$ cat config.mk
export PLATFORM = sky130hd
export DESIGN_NAME = mem_decoder_flat
export DESIGN_NICKNAME = d
export VERILOG_FILES = /design/src/rtl/mem_map_pkg.sv /design/src/rtl/mem_decoder_if.sv /design/src/rtl/addr_match.sv /design/src/rtl/mem_decoder.sv /design/src/flat_wrapper.sv
export SDC_FILE = /design/constraint.sdc
export NUM_CORES = 1
export LEC_CHECK = 0
export CORE_MARGIN = 2
export CORE_UTILIZATION = 43
export DETAILED_ROUTE_END_ITERATION = 8
export PLACE_DENSITY = 0.82
export SKIP_CTS_REPAIR_TIMING = 1
export SLEW_MARGIN = 30
export SYNTH_ARGS = -nofsm -noshare
export SYNTH_HDL_FRONTEND = slang
export SYNTH_HIERARCHICAL = 1
export SYNTH_SLANG_ARGS = --single-unit
$ cat constraint.sdc
create_clock -name clk -period 3.6 [get_ports clk]
set_input_delay 0.54 -clock clk [delete_from_list [all_inputs] [get_ports clk]]
set_output_delay 0.54 -clock clk [all_outputs]
set_load 0.02 [all_outputs]
$ cat src/rtl/mem_map_pkg.sv
// rtl/mem_map_pkg.sv - memory map constants, state type and sizing helper for mem_decoder
//
// Purpose: single place for the slave index assignment, the base/mask windows
// of each peripheral and the decoder state type.
// Ports: none (package).
package mem_map_pkg;

  localparam int SLAVE_LEDS  = 0;
  localparam int SLAVE_UART  = 1;
  localparam int SLAVE_TIMER = 2;
  localparam int SLAVE_FLASH = 3;
  localparam int SLAVE_RAM   = 4;

  localparam logic [31:0] LEDS_BASE  = 32'h0001_0000;
  localparam logic [31:0] LEDS_MASK  = 32'hFFFF_FFFC;
  localparam logic [31:0] UART_BASE  = 32'h0002_0000;
  localparam logic [31:0] UART_MASK  = 32'hFFFF_FFF0;
  localparam logic [31:0] TIMER_BASE = 32'h0003_0000;
  localparam logic [31:0] TIMER_MASK = 32'hFFFF_FFF0;
  localparam logic [31:0] FLASH_BASE = 32'h0100_0000;
  localparam logic [31:0] FLASH_MASK = 32'hFF00_0000;
  localparam logic [31:0] RAM_BASE   = 32'h1000_0000;
  localparam logic [31:0] RAM_MASK   = 32'hFF00_0000;

  localparam int MAP_SLAVES = 5;

  // Packed so that slave i sits at bits [32i+31:32i].
  localparam logic [MAP_SLAVES*32-1:0] MAP_BASE =
    {RAM_BASE, FLASH_BASE, TIMER_BASE, UART_BASE, LEDS_BASE};
  localparam logic [MAP_SLAVES*32-1:0] MAP_MASK =
    {RAM_MASK, FLASH_MASK, TIMER_MASK, UART_MASK, LEDS_MASK};

  typedef enum logic {IDLE, WAIT} state_t;

  // Wait-counter width: enough to hold TIMEOUT, never narrower than one bit.
  function automatic int ctr_width(input int timeout);
    return (timeout < 1) ? 1 : $clog2(timeout + 1);
  endfunction

endpackage

$ cat src/rtl/mem_decoder_if.sv
// rtl/mem_decoder_if.sv - master-side bus of the memory decoder
//
// Purpose: groups the request/response signals between the bus arbiter and
// the decoder.
// Signals: address_in, read_in, write_in (master -> decoder);
//          read_value_out, ready_out, fault_out (decoder -> master).
interface mem_decoder_if;
  logic [31:0] address_in;
  logic        read_in;
  logic        write_in;
  logic [31:0] read_value_out;
  logic        ready_out;
  logic        fault_out;

  modport master (
    output address_in, read_in, write_in,
    input  read_value_out, ready_out, fault_out
  );

  modport slave (
    input  address_in, read_in, write_in,
    output read_value_out, ready_out, fault_out
  );
endinterface

$ cat src/rtl/addr_match.sv
// rtl/addr_match.sv - masked address window comparator
//
// Purpose: flags an address that falls inside one slave window.
// Ports: address, base, mask (in, 32 each); match (out, 1).
module addr_match (
  input  logic [31:0] address,
  input  logic [31:0] base,
  input  logic [31:0] mask,
  output logic        match
);
  assign match = ((address & mask) == base);
endmodule

$ cat src/rtl/mem_decoder.sv
// rtl/mem_decoder.sv - parametrised address decoder, response mux and slave timeout
//
// Purpose: selects one slave per request, muxes its read data and ready back
// to the master, faults unmapped addresses and slaves that stall too long,
// and records the last fault address and a saturating fault count.
// Ports: clk, reset (sync, active-high); bus (master request/response);
//        sel_out (one-hot select); slave_read_value_in, slave_ready_in
//        (per-slave response); fault_clear_in; fault_address_out;
//        fault_count_out.
module mem_decoder
  import mem_map_pkg::*;
#(
  parameter int                         NUM_SLAVES = MAP_SLAVES,
  parameter logic [NUM_SLAVES*32-1:0]   SLAVE_BASE = MAP_BASE,
  parameter logic [NUM_SLAVES*32-1:0]   SLAVE_MASK = MAP_MASK,
  parameter int                         TIMEOUT    = 255
) (
  input  logic                     clk,
  input  logic                     reset,
  mem_decoder_if.slave             bus,
  output logic [NUM_SLAVES-1:0]    sel_out,
  input  logic [NUM_SLAVES*32-1:0] slave_read_value_in,
  input  logic [NUM_SLAVES-1:0]    slave_ready_in,
  input  logic                     fault_clear_in,
  output logic [31:0]              fault_address_out,
  output logic [7:0]               fault_count_out
);

  localparam int            CW    = ctr_width(TIMEOUT);
  localparam int            IW    = (NUM_SLAVES > 1) ? $clog2(NUM_SLAVES) : 1;
  localparam logic [CW-1:0] LIMIT = CW'(TIMEOUT);

  logic [NUM_SLAVES-1:0] hit;
  logic [31:0]           slave_rv [NUM_SLAVES];
  logic [IW-1:0]         sel_idx;
  logic                  mapped;
  logic                  req;
  logic                  active;
  logic                  sel_ready;
  logic                  timeout_hit;
  logic                  fault;
  state_t                state;
  logic [CW-1:0]         count;

  for (genvar i = 0; i < NUM_SLAVES; i++) begin : g_slave
    addr_match u_match (
      .address (bus.address_in),
      .base    (SLAVE_BASE[32*i +: 32]),
      .mask    (SLAVE_MASK[32*i +: 32]),
      .match   (hit[i])
    );
    assign slave_rv[i] = slave_read_value_in[32*i +: 32];
  end

  // Priority encoder: scanning downwards lets the lowest matching index win.
  always_comb begin
    sel_idx = '0;
    mapped  = 1'b0;
    for (int i = NUM_SLAVES - 1; i >= 0; i--) begin
      if (hit[i]) begin
        sel_idx = IW'(i);
        mapped  = 1'b1;
      end
    end
  end

  assign req       = bus.read_in | bus.write_in;
  assign active    = req & mapped & ~reset;
  assign sel_ready = active & slave_ready_in[sel_idx];

  // A ready arriving in the expiry cycle takes precedence over the timeout.
  assign timeout_hit = (TIMEOUT != 0) && active && (state == WAIT) &&
                       (count == LIMIT) && !sel_ready;
  assign fault       = (req & ~mapped & ~reset) | timeout_hit;

  assign sel_out            = active ? (NUM_SLAVES'(1) << sel_idx) : '0;
  assign bus.ready_out      = fault | sel_ready;
  assign bus.fault_out      = fault;
  assign bus.read_value_out = (active && !fault) ? slave_rv[sel_idx] : 32'h0;

  always_ff @(posedge clk) begin
    if (reset) begin
      state             <= IDLE;
      count             <= '0;
      fault_address_out <= 32'h0;
      fault_count_out   <= 8'h0;
    end else begin
      unique case (state)
        IDLE: begin
          if (active && !sel_ready) begin
            state <= WAIT;
            count <= CW'(1);
          end else begin
            count <= '0;
          end
        end
        WAIT: begin
          // Dropping the request mid-wait abandons it silently.
          if (!active || sel_ready || timeout_hit) begin
            state <= IDLE;
            count <= '0;
          end else begin
            count <= count + 1'b1;
          end
        end
      endcase

      // A fault in the clear cycle is recorded as the first fault after clear.
      if (fault) begin
        fault_address_out <= bus.address_in;
        if (fault_clear_in) begin
          fault_count_out <= 8'd1;
        end else if (fault_count_out != 8'hFF) begin
          fault_count_out <= fault_count_out + 8'd1;
        end
      end else if (fault_clear_in) begin
        fault_address_out <= 32'h0;
        fault_count_out   <= 8'h0;
      end
    end
  end

endmodule
$ cat src/flat_wrapper.sv
// flat-port wrapper written by rule: the top's interface ports become plain ports
module mem_decoder_flat import mem_map_pkg::*;
#(
  parameter int                         NUM_SLAVES = MAP_SLAVES,
  parameter logic [NUM_SLAVES*32-1:0]   SLAVE_BASE = MAP_BASE,
  parameter logic [NUM_SLAVES*32-1:0]   SLAVE_MASK = MAP_MASK,
  parameter int                         TIMEOUT    = 255
)
  (clk, reset, sel_out, slave_read_value_in, slave_ready_in, fault_clear_in, fault_address_out, fault_count_out, bus_address_in, bus_read_in, bus_write_in, bus_read_value_out, bus_ready_out, bus_fault_out);
  mem_decoder_if bus_i ();
  input  logic clk;
  input  logic reset;
  output logic [NUM_SLAVES-1:0] sel_out;
  input  logic [NUM_SLAVES*32-1:0] slave_read_value_in;
  input  logic [NUM_SLAVES-1:0] slave_ready_in;
  input  logic fault_clear_in;
  output logic [31:0] fault_address_out;
  output logic [7:0] fault_count_out;
  input wire logic [$bits(bus_i.address_in)-1:0] bus_address_in;
  input wire logic [$bits(bus_i.read_in)-1:0] bus_read_in;
  input wire logic [$bits(bus_i.write_in)-1:0] bus_write_in;
  output wire logic [$bits(bus_i.read_value_out)-1:0] bus_read_value_out;
  output wire logic [$bits(bus_i.ready_out)-1:0] bus_ready_out;
  output wire logic [$bits(bus_i.fault_out)-1:0] bus_fault_out;
  assign bus_i.address_in = bus_address_in;
  assign bus_i.read_in = bus_read_in;
  assign bus_i.write_in = bus_write_in;
  assign bus_read_value_out = bus_i.read_value_out;
  assign bus_ready_out = bus_i.ready_out;
  assign bus_fault_out = bus_i.fault_out;
  mem_decoder #(.NUM_SLAVES(NUM_SLAVES), .SLAVE_BASE(SLAVE_BASE), .SLAVE_MASK(SLAVE_MASK), .TIMEOUT(TIMEOUT)) u_core (.clk(clk), .reset(reset), .bus(bus_i), .sel_out(sel_out), .slave_read_value_in(slave_read_value_in), .slave_ready_in(slave_ready_in), .fault_clear_in(fault_clear_in), .fault_address_out(fault_address_out), .fault_count_out(fault_count_out));
endmodule
==> impl_metrics.yaml, run 1 <==
status:
  status: "aborted with a tool error"
  flow.stopped_at: "5_1_grt"
  first-error: "[ERROR GRT-0232] Routing congestion too high. Check the congestion heatmap in the GUI."
global_routing:
  grtUsageTotal: 0.741
  grt_remaining_overflow: 12
  pin_count_of_the_biggest_net_entering_global_routing: 38
logic_synthesis:
  avgSynthCellArea_um2: 6.83
  synth_sequential_area_ratio: 0.158
  post_synthesis_cell_count: 910
  synthMuxAreaShare: 0
  ys_warn_count: 6
  synth_top_flop_cell: "dfxtp_1"
  netlist_top_cells_area: "dfxtp_1, a21oi_1, and3_1, nor2_1, and3b_1"
  ys_types: 44
  synthXorXnorAreaFrac: 0.00846
  synth_area_um2: 6210
  netlist.top_cell.by_area: "dfxtp_1"
  synth_enable_flop_cells: 0
  synth_top_family_by_area: "simple AND/OR/NAND/NOR gates"
  synth_simple_gate_area_frac: 0.405
  post_synth_fa_ha_maj_area_fraction: 0.00403
  netlist.area_leader.share: 0.158
  synth-seq-cells: 49
  async_flop_share: 0
  synthesized_area_fraction_occupied_by_ao_oa_aoi_and_oai_cells: 0.393
place:
  finalWeightedCongestion: 1.01
  placed_area_um2: 12200
  place_worst_setup_slack_ps: -1070
  placed_cells_incl_taps: 2056
  place_hpwl_um: 24100
  port_buf_inserts: 280
cts:
  root_buffer: "clkbuf_16"
  cts.sinks: 49
  number_of_h_tree_levels: 2
  cts-root-to-sink-buffers: 2
  cts_made_buffers: 5
floorplan:
  initial_utilization: 0.444
  die_height_um: 124
  die_w_um: 124
  placement_rows: 43
  ios: 281
timing:
  worstEndpointGrtRepair: "bus_read_value_out[24]"
  endpoint_type: "output port"
-- Yosys cell counts, types with 20 or more instances --
master,count
a211oi_1,20
nor2_1,114
nor4_1,32
nand3b_1,33
o22ai_1,31
o22a_1,40
nand2_1,42
clkbuf_1,29
nand3_1,48
and3_1,83
and3b_1,42
a21oi_1,152
a21o_1,40
nand4_1,22
a211oi_2,21
dfxtp_1,49
a21boi_0,41
-- kinds of logic after synthesis --
kind of cell / after synthesis
flops: 49
xor+xnor: 6
fa+ha+maj: 2
other cells: 2
compound gates: 362
buf+inv: 45
simple gates: 444
-- stage by stage --
stage               hold WS [ps]  utilization
global placement             471        0.875
CTS                          491        0.885
floorplan                    453            -
detailed placement           478        0.875
-- layer usage --
metal / GRT usage / overflow
met5: 0.406 / 0
met4: 0.715 / 3
met3: 0.659 / 1
met2: 0.900 / 7
met1: 0.699 / 1
==> run 2: changes to the inputs <==
- CORE_UTILIZATION: 43 -> 40
- PLACE_DENSITY: 0.82 -> unset
- PLACE_DENSITY_LB_ADDON: unset -> 0.15
==> run 2 against run 1 <==
Against the previous run:
- the flow now finishes, with violations (negative setup slack)
- area after synthesis did not move
- synthesized cell count did not move
==> impl_metrics.yaml, run 2 <==
critical_path:
  cp.arrival_ps: 3490
  ff2ff_path_depth: 7
  critPathLaunchType: "input port"
  regToRegStartpoint: "u_core/count[0]"
  crit_start: "bus_address_in[8]"
  worstReg2RegEnd: "u_core/fault_count_out[3]"
  critical_path.endpoint: "bus_read_value_out[25]"
  timing_worst_setup_path_type: "in2out"
  worst-endpoint-required_ps: 3060
  setup.reg_to_reg.worst_slack_ps: 1070
  critical_path_endpoint_category: "primary output"
  worst-path-max-fanout: 9
global_routing:
  grt_pass1_vias: 8847
  antenna_found_initial: 2
  grt_first_pass_wirelength_um: 42800
  grtUsageTotal: 0.323
  pin_count_of_the_biggest_net_entering_global_routing: 44
  grt_remaining_overflow: 0
cts:
  cts-root-to-sink-buffers: 2
  cts.sinks: 49
  cts_tree: "built"
  clk_transition_reported_paths_ps: 80
  cts_made_buffers: 5
  root_buffer: "clkbuf_16"
  insertion_delay_ps: 300
  number_of_h_tree_levels: 2
timing:
  fin_worst_hold_slack_ps: 489
  clock_skew_ps: 5.40
  layout_min_cycle_time_ps: 4030
  setup_repair_after_global_routing_missed_its_margin: "true"
  setup_viol: 38
  fmaxAchievable_mhz: 248
  maxSlewHeadroom: 0.506
  setup_slack_ps: -427
  timing_max_transition_violations_final: 0
  final-hold-violation-count: 0
  tightest_slew_ps: 739
  layout_worst_path_cycle_share: 1.12
job:
  max_cap_viol_count: 0
power_and_ir_drop:
  power.leakage_nw: 6.75
  power.density_nw_per_um2: 148
  ir_worst_vdd_v: 0.000194
route:
  dr.first_iter.drc_count: 776
  drc: 0
  viasPerCell: 4.76
  wirelength_um: 30200
  num_vias: 9986
  detail_route.wl_per_cell_um: 14.4
  antenna_left: 0
  detail_route.first_pass.iterations: 7
floorplan:
  die_w_um: 129
  die_area_um2: 16500
  die_height_um: 129
  placement_rows: 45
  ios: 281
  initial_utilization: 0.409
  coreArea_um2: 15200
final_layout:
  area_growth_pct: 106
  register_containing_the_most_flip_flops_in_the_final_layout: "u_core/fault_address_out"
  largest_register_ffs: 32
  reg.largest.list: "u_core/fault_address_out (32), u_core/count (8), u_core/fault_count_out (8)"
  mostFrequentLayoutCell: "conb_1"
  final-instance-count-excl-fill: 2096
  postLayoutCellArea_um2: 12800
  drive_above_1_share: 0.127
  postLayoutCoreUtil: 0.843
  commonest_non_fill_non_tap_cells_in_the_layout: "conb_1, clkdlybuf4s50_1, a21oi_1"
  finalNetCount: 2110
logic_synthesis:
  avgSynthCellArea_um2: 6.83
  netlist_top_cells_area: "dfxtp_1, a21oi_1, and3_1, nor2_1, and3b_1"
  netlist.top_cell.by_area: "dfxtp_1"
  synth_sequential_area_ratio: 0.158
  ys_types: 44
  netlist.area_leader.share: 0.158
  synth_top_flop_cell: "dfxtp_1"
  ys_warn_count: 6
  post_synthesis_cell_count: 910
  synth-seq-cells: 49
  async_flop_share: 0
  synth_area_um2: 6210
  post-synth-top-count-cell: "a21oi_1"
  synth.top_cells.by_count: "a21oi_1, nor2_1, and3_1"
  synth_enable_flop_cells: 0
worst_hold_path:
  min_delay_startpoint: "u_core/fault_address_out[19]"
  min_path_type: "reg2reg"
status:
  failed_checks: "negative setup slack"
  status: "finished, violations left"
place:
  finalWeightedCongestion: 0.997
  port_buf_inserts: 280
  place_worst_setup_slack_ps: -1050
  placed_cells_incl_taps: 2071
  placed_area_um2: 12300
  place_hpwl_um: 22900
==> run 2: worst min path at each step <==
stage / cells past startpoint / slack (ps) / to
2_1_floorplan: 1 / 450 / u_core/count[0]
3_3_place_gp: 2 / 470 / u_core/fault_address_out[18]
3_5_place_dp: 2 / 480 / u_core/fault_address_out[19]
4_1_cts: 2 / 490 / u_core/fault_address_out[18]
5_1_grt: 2 / 510 / u_core/fault_address_out[29]
6_report: 2 / 490 / u_core/fault_address_out[19]
==> run 2: power breakdown <==
group / internal, mW / total (mW) / switching (mW)
logic: 0.433 / 0.823 / 0.390
registers: 0.559 / 0.570 / 0.0110
clock network: 0.263 / 0.508 / 0.245
total: 1.26 / 1.90 / 0.646
==> run 2: worst max-delay path, cell delays in order <==
cell and delay [ps]:
dlymetal6s2s_1 170, and3b_1 190, a211oi_2 180, nand4_1 230
nor4_2 330, buf_4 180, and3b_1 220, a211oi_2 430
a31oi_4 180, o21bai_4 370, clkbuf_16 230, nor2_1 60
buf_4 160
==> run 2: cell type report <==
class                   count  area (µm²)
clock buffers               5         125
multi-input cells        1454        7730
flip-flops and latches     49         981
diodes                      1        2.50
inverters                   4        15.0
clock inverters             3        25.0
repair buffers            392        3700
fillers                  1009        2390
well taps                 188         235
==> run 2: per-layer routing <==
| layer | global-route usage | share of wire | wire (µm) |
|---|---|---|---|
| met5 | 0 | 0.00043 | 13 |
| met4 | 0.0575 | 0.023 | 703 |
| met3 | 0.0611 | 0.087 | 2650 |
| met2 | 0.573 | 0.48 | 14700 |
| met1 | 0.412 | 0.40 | 12200 |
==> run 2: metrics by stage <==
| stage | power [mW] | TNS, ps |
|---|---|---|
| floorplan | 0.936 | 0 |
| global placement | 1.33 | -49380 |
| detailed placement | 1.34 | -52360 |
| CTS | 1.84 | -40250 |
| global route | 2.02 | -16660 |
| finish | 1.90 | -12440 |
==> run 2: cell families after synthesis <==
logic type	share of synthesized area
simple gates	0.405
compound gates	0.393
flops	0.158
buf+inv	0.0308
xor+xnor	0.00846
fa+ha+maj	0.00403
other cells	0.00121
No activity file was read; power rests on OpenSTA's default activity.
==> run 3: changes to the inputs <==
- TNS_END_PERCENT: unset -> 5
==> run 3 against run 2 <==
Against the previous run:
- the run still ends with negative setup slack left
- sequential power barely moved
- utilization shrank 0.94 points
- design area is 1.1% lower
- worst setup slack better by 53 ps
- count of clock-buffer cells in the layout is the same
- final cell count fell by 0.38%
- critical path depth grew 3
- largest cell class unchanged
- highest routed layer unchanged
==> impl_metrics.yaml, run 3 (synthesis gave the netlist of run 2 again) <==
status:
  status: "finished, violations left"
  failed_checks: "negative setup slack"
timing:
  setup_viol: 34
  timing_max_transition_violations_final: 0
  tightest_slew_ps: 726
  fin_worst_hold_slack_ps: 491
  setup_slack_ps: -374
  maxSlewHeadroom: 0.514
  fmaxAchievable_mhz: 252
  final-hold-violation-count: 0
  clock_skew_ps: 6.46
  layout_worst_path_cycle_share: 1.10
  layout_min_cycle_time_ps: 3970
  setup_repair_after_global_routing_missed_its_margin: "true"
floorplan:
  initial_utilization: 0.409
  placement_rows: 45
  die_area_um2: 16500
  die_height_um: 129
  die_w_um: 129
  coreArea_um2: 15200
  ios: 281
critical_path:
  worst-endpoint-required_ps: 3060
  regToRegStartpoint: "u_core/count[0]"
  worst-path-max-fanout: 25
  slowest_delay_ps: 440
  critical_path.endpoint: "bus_read_value_out[6]"
  ff2ff_path_depth: 7
  most_frequent_cell_on_the_critical_path: "buf_4"
  worstReg2RegEnd: "u_core/fault_count_out[5]"
  critPathLaunchType: "input port"
  critical_path_endpoint_category: "primary output"
  cell_family_with_the_largest_share_of_critical_path_delay: "simple AND/OR/NAND/NOR gates"
  timing_worst_setup_path_type: "in2out"
  crit_start: "bus_address_in[9]"
  setup.reg_to_reg.worst_slack_ps: 1090
  cp.arrival_ps: 3430
  crit_path_top_delay_cell: "nor4_1"
  cp_num_cells: 16
  critical_path_buf_inv_count: 6
  cp_cell_sequence: "buf_4 > a21o_1 > a211oi_2 > buf_4 > nand4_1 > nor4_4 > buf_4 > nor2_1 > nand2_1 > buf_12 > buf_4 > o22ai_1 > nor4_1 > a21oi_1 > nor2_1 > buf_2"
global_routing:
  grt_first_pass_wirelength_um: 42800
  pin_count_of_the_biggest_net_entering_global_routing: 44
  antenna_found_initial: 3
  grt_pass1_vias: 8847
  grtUsageTotal: 0.323
  grt_remaining_overflow: 0
final_layout:
  commonest_non_fill_non_tap_cells_in_the_layout: "conb_1, clkdlybuf4s50_1, a21oi_1"
  drive_above_1_share: 0.114
  mostFrequentLayoutCell: "conb_1"
  largest_register_ffs: 32
  reg.largest.list: "u_core/fault_address_out (32), u_core/count (8), u_core/fault_count_out (8)"
  register_containing_the_most_flip_flops_in_the_final_layout: "u_core/fault_address_out"
  postLayoutCoreUtil: 0.833
  finalNetCount: 2102
  area_growth_pct: 104
  postLayoutCellArea_um2: 12700
  final-instance-count-excl-fill: 2088
place:
  place_hpwl_um: 22900
  finalWeightedCongestion: 0.997
  place_worst_setup_slack_ps: -1050
  port_buf_inserts: 280
  placed_cells_incl_taps: 2071
  placed_area_um2: 12300
job:
  max_cap_viol_count: 0
route:
  wirelength_um: 29200
  num_vias: 9787
  dr.first_iter.drc_count: 754
  viasPerCell: 4.69
  drc: 0
  detail_route.first_pass.iterations: 6
  antenna_left: 0
  detail_route.wl_per_cell_um: 14.0
cts:
  cts.sinks: 49
  insertion_delay_ps: 300
  cts_made_buffers: 5
  cts_tree: "built"
  root_buffer: "clkbuf_16"
  cts-root-to-sink-buffers: 2
  clk_transition_reported_paths_ps: 80
  number_of_h_tree_levels: 2
power_and_ir_drop:
  ir_worst_vdd_v: 0.000195
  cell_internal_pwr_mw: 1.25
  netSwitchingFraction: 0.339
  total_switching_power_mw: 0.642
  clkPwrFrac: 0.269
  p_seq_frac: 0.301
  power_frac_comb: 0.431
  power.leakage_nw: 6.76
  power.density_nw_per_um2: 150
worst_hold_path:
  min_path_type: "reg2reg"
[run 3: stage by stage]
| step | TNS, ps | total power, mW |
|---|---|---|
| 2_1_floorplan | 0 | 0.936 |
| 3_3_place_gp | -49380 | 1.33 |
| 3_5_place_dp | -52360 | 1.34 |
| 4_1_cts | -40250 | 1.84 |
| 5_1_grt | -10060 | 2.01 |
| 6_report | -6110 | 1.90 |
[run 3: final cells by class]
cell class	count	area (µm²)
clock buffers	5	125
repair buffers	384	3610
inverters	4	15.0
well taps	188	235
clock inverters	3	25.0
diodes	1	2.50
multi-input cells	1454	7680
flip-flops and latches	49	981
fillers	1040	2530
[run 3: layer usage]
metal	wire, µm	up-vias	track usage	share of wire
met4	604	4	0.0575	0.021
met2	14200	409	0.573	0.49
li1	-	4871	-	-
met3	2630	63	0.0611	0.090
met1	11800	4440	0.412	0.40
met5	26	-	0	0.00089
[run 3: power by group through the flow]
stage	logic, mW	clock network [mW]	registers [mW]
floorplan	0.334	0	0.602
global placement	0.751	0	0.582
detailed placement	0.757	0	0.582
CTS	0.762	0.513	0.570
global route	0.899	0.540	0.572
finish	0.816	0.509	0.570
[run 3: tightest hold or removal path, cell delays in order, from the launching register on]
cell	delay, ps
dfxtp_1	310
nand3b_1	70
a21oi_1	60
[run 3: how the worst min path moves through the flow]
stage / start / slack, ps / to / depth (start not counted)
floorplan: u_core/state / 450 / u_core/count[0] / 1
global placement: u_core/fault_address_out[18] / 470 / u_core/fault_address_out[18] / 2
detailed placement: u_core/fault_address_out[19] / 480 / u_core/fault_address_out[19] / 2
CTS: u_core/fault_address_out[18] / 490 / u_core/fault_address_out[18] / 2
global route: u_core/fault_address_out[29] / 510 / u_core/fault_address_out[29] / 2
finish: u_core/fault_address_out[29] / 490 / u_core/fault_address_out[29] / 2
==> RTL edit, RTL diff (config.mk and constraints of run 2) <==
Put one more register stage on the output `fault_count_out`, with the module's reset. The value now appears one clock later. The other outputs are not delayed to match.
--- a/src/rtl/mem_decoder.sv
+++ b/src/rtl/mem_decoder.sv
@@ -31,2 +31,4 @@
   localparam logic [CW-1:0] LIMIT = CW'(TIMEOUT);
+
+  logic [7:0] fault_count_s0;
 
@@ -85,3 +87,3 @@
       fault_address_out <= 32'h0;
-      fault_count_out   <= 8'h0;
+      fault_count_s0    <= 8'h0;
     end else begin
@@ -111,5 +113,5 @@
         if (fault_clear_in) begin
-          fault_count_out <= 8'd1;
-        end else if (fault_count_out != 8'hFF) begin
-          fault_count_out <= fault_count_out + 8'd1;
+          fault_count_s0 <= 8'd1;
+        end else if (fault_count_s0 != 8'hFF) begin
+          fault_count_s0 <= fault_count_s0 + 8'd1;
         end
@@ -117,3 +119,3 @@
         fault_address_out <= 32'h0;
-        fault_count_out   <= 8'h0;
+        fault_count_s0    <= 8'h0;
       end
@@ -122,2 +124,10 @@
 
+  always_ff @(posedge clk) begin
+    if (reset) begin
+      fault_count_out <= '0;
+    end else begin
+      fault_count_out <= fault_count_s0;
+    end
+  end
+
 endmodule
Behaviour: not the same (Yosys sat finds a counterexample within 4 cycles, from zero or initial values and one cycle with reset high).
==> RTL edit against run 2 <==
  * The flow still finishes with violations (negative setup slack)
  * Sequential cell count up 8
  * Die area grew 4.7%
  * Total power increased by 30%
  * Clock skew grew 0.0017 ns
  * Utilization up 1.8 points
  * Sequential share of layout area rose by 0.68 points
  * First-iteration DRC count grew 44%
  * Design area grew 6.8%
  * Routed wire length up 13%
  * Area after synthesis up 4.8%
  * Combinational power up 3.5%
  * Count of clock-buffer cells in the layout is 4 higher
  * Worst setup slack gained 0.17 ns
  * Critical path depth up 1
  * Critical path type unchanged
  * Largest cell class unchanged
  * Highest routed layer unchanged
==> RTL edit: results (changes against run 2) <==
vias per cell=4.931 (+3.5%); drt initial violations=1115 (+44%); Worst slew margin=54.29% (+3.7 points); CTS buffer count=9 (+4); crit path DAT=3.31 ns (-0.18 ns); htree depth=3 (+1); dpl cells=2123 (+2.5%); register area share after synthesis=17.52% (+1.7 points); P_leak=7.015 nW (+3.9%); Crit path max-delay family=simple AND/OR/NAND/NOR gates; Unique masters post-synth=57 (+30%); Global Route Usage Sum=32.46% (+0.21 points); clk slew on worst S/H paths=0.05 ns (-0.03 ns); Worst-Skew Late Latency=0.34 ns (+0.04 ns); max reg flops=32 (unchanged); Critical-path top delay cell=or4_4; final setup margin=-0.2529 ns (+0.1738 ns); HPWL Detailed=22960 µm (+0.34%); diodes inserted=0 (-1); initial antenna violation count=2 (unchanged); top cells by count, synth=a21oi_1, nor2_1, and3_1; vias in the first global route=9307 (+5.2%); first-pass GRT wire length=45610 µm (+6.6%); CTS Root Cell=clkbuf_16; largest buffer count on any clock path=2 (unchanged); Area contributors post-synth=dfxtp_1, a21oi_1, and3_1; Vias=10641 (+6.6%); CP Max Fanout=8 (-1); min-delay worst type=register to register; Setup-failing EPs final=33 (-13%); Total Wirelength=34320 µm (+13%); slowest stage delay, CP=0.54 ns (+0.11 ns); status=finished with violations; Port Buffer Count=280 (unchanged); yosys warns=6 (unchanged); largest net degree at the start of global routing=39 (-11%); fillers=937 (-7.1%); Layout Skew=0.007153 ns (+0.001749 ns); layout cell share with drive strength beyond 1=15.76% (+3.0 points); drt first pass iters=7 (unchanged); worst IR drop on VDD=196.0 µV (+1.3%); Mapped Cells=936 (+2.9%); failing checks=negative setup slack; Place WS=-1.185 ns (-0.1317 ns); Placer Congestion=0.9898 (-0.76%)
RTL edit: where the power goes:
| part | switching [mW] | leakage (nW) | internal (mW) | total [mW] |
|---|---|---|---|---|
| clock | 0.345 | 0.156 | 0.611 | 0.956 |
| sequential | 0.0154 | 0.467 | 0.658 | 0.673 |
| combinational | 0.408 | 6.39 | 0.444 | 0.852 |
RTL edit: cells by family after synthesis:
group / Yosys count / synth area share [%]
and+or+nand+nor: 457 / 39.55
AOI/OAI and AO/OA: 368 / 38.68
DFF: 57 / 17.52
buffers and inverters: 44 / 2.940
xor gates and xnor gates: 6 / 0.8072
adders and majority gates: 2 / 0.3843
other: 2 / 0.1153
RTL edit: area by class of cell:
type	instances	area (µm²)	share of cell area, %
clock inverter	7	102.6	0.7499
sequential	57	1141	8.340
inverter	5	18.77	0.1372
clock buffer	9	225.2	1.646
multi-input combinational	1473	8029	58.68
tap	216	270.3	1.975
timing repair buffer	391	3895	28.47
RTL edit: worst min-delay path, cell delays in order, from the launching register on:
cell     delay [ns]
dfxtp_1        0.31
nand2_1        0.05
o21ai_1        0.05
RTL edit: final timing paths:
kind	startpoint	endpoint	slack (ns)	depth (start not counted)
max reg2reg	u_core/count[0]	u_core/fault_count_s0[6]	1.20	8
max	bus_address_in[9]	bus_read_value_out[12]	-0.25	14
min reg2reg	u_core/fault_address_out[13]	u_core/fault_address_out[13]	0.45	2
min	u_core/fault_address_out[13]	u_core/fault_address_out[13]	0.45	2
RTL edit: per-stage QoR:
step | util [%] | hold slack [ns] | TNS, ns | instance area (µm²)
global route | 86.13 | 0.4720 | -8.032 | 13680
detailed placement | 79.28 | 0.4400 | -47.33 | 12590
global placement | 79.28 | 0.4347 | -44.42 | 12590
floorplan | - | 0.4536 | 0 | 8924
finish | 86.13 | 0.4515 | -6.093 | 13680
CTS | 81.35 | 0.4502 | -37.98 | 12920
RTL edit: layer usage:
metal	part of all wire [%]	global-route usage [%]	routed length [µm]
met2	47	56.95	16100
met5	0.082	0	28
met3	11	7.407	3625
met4	5.8	12.32	1987
met1	37	38.38	12590
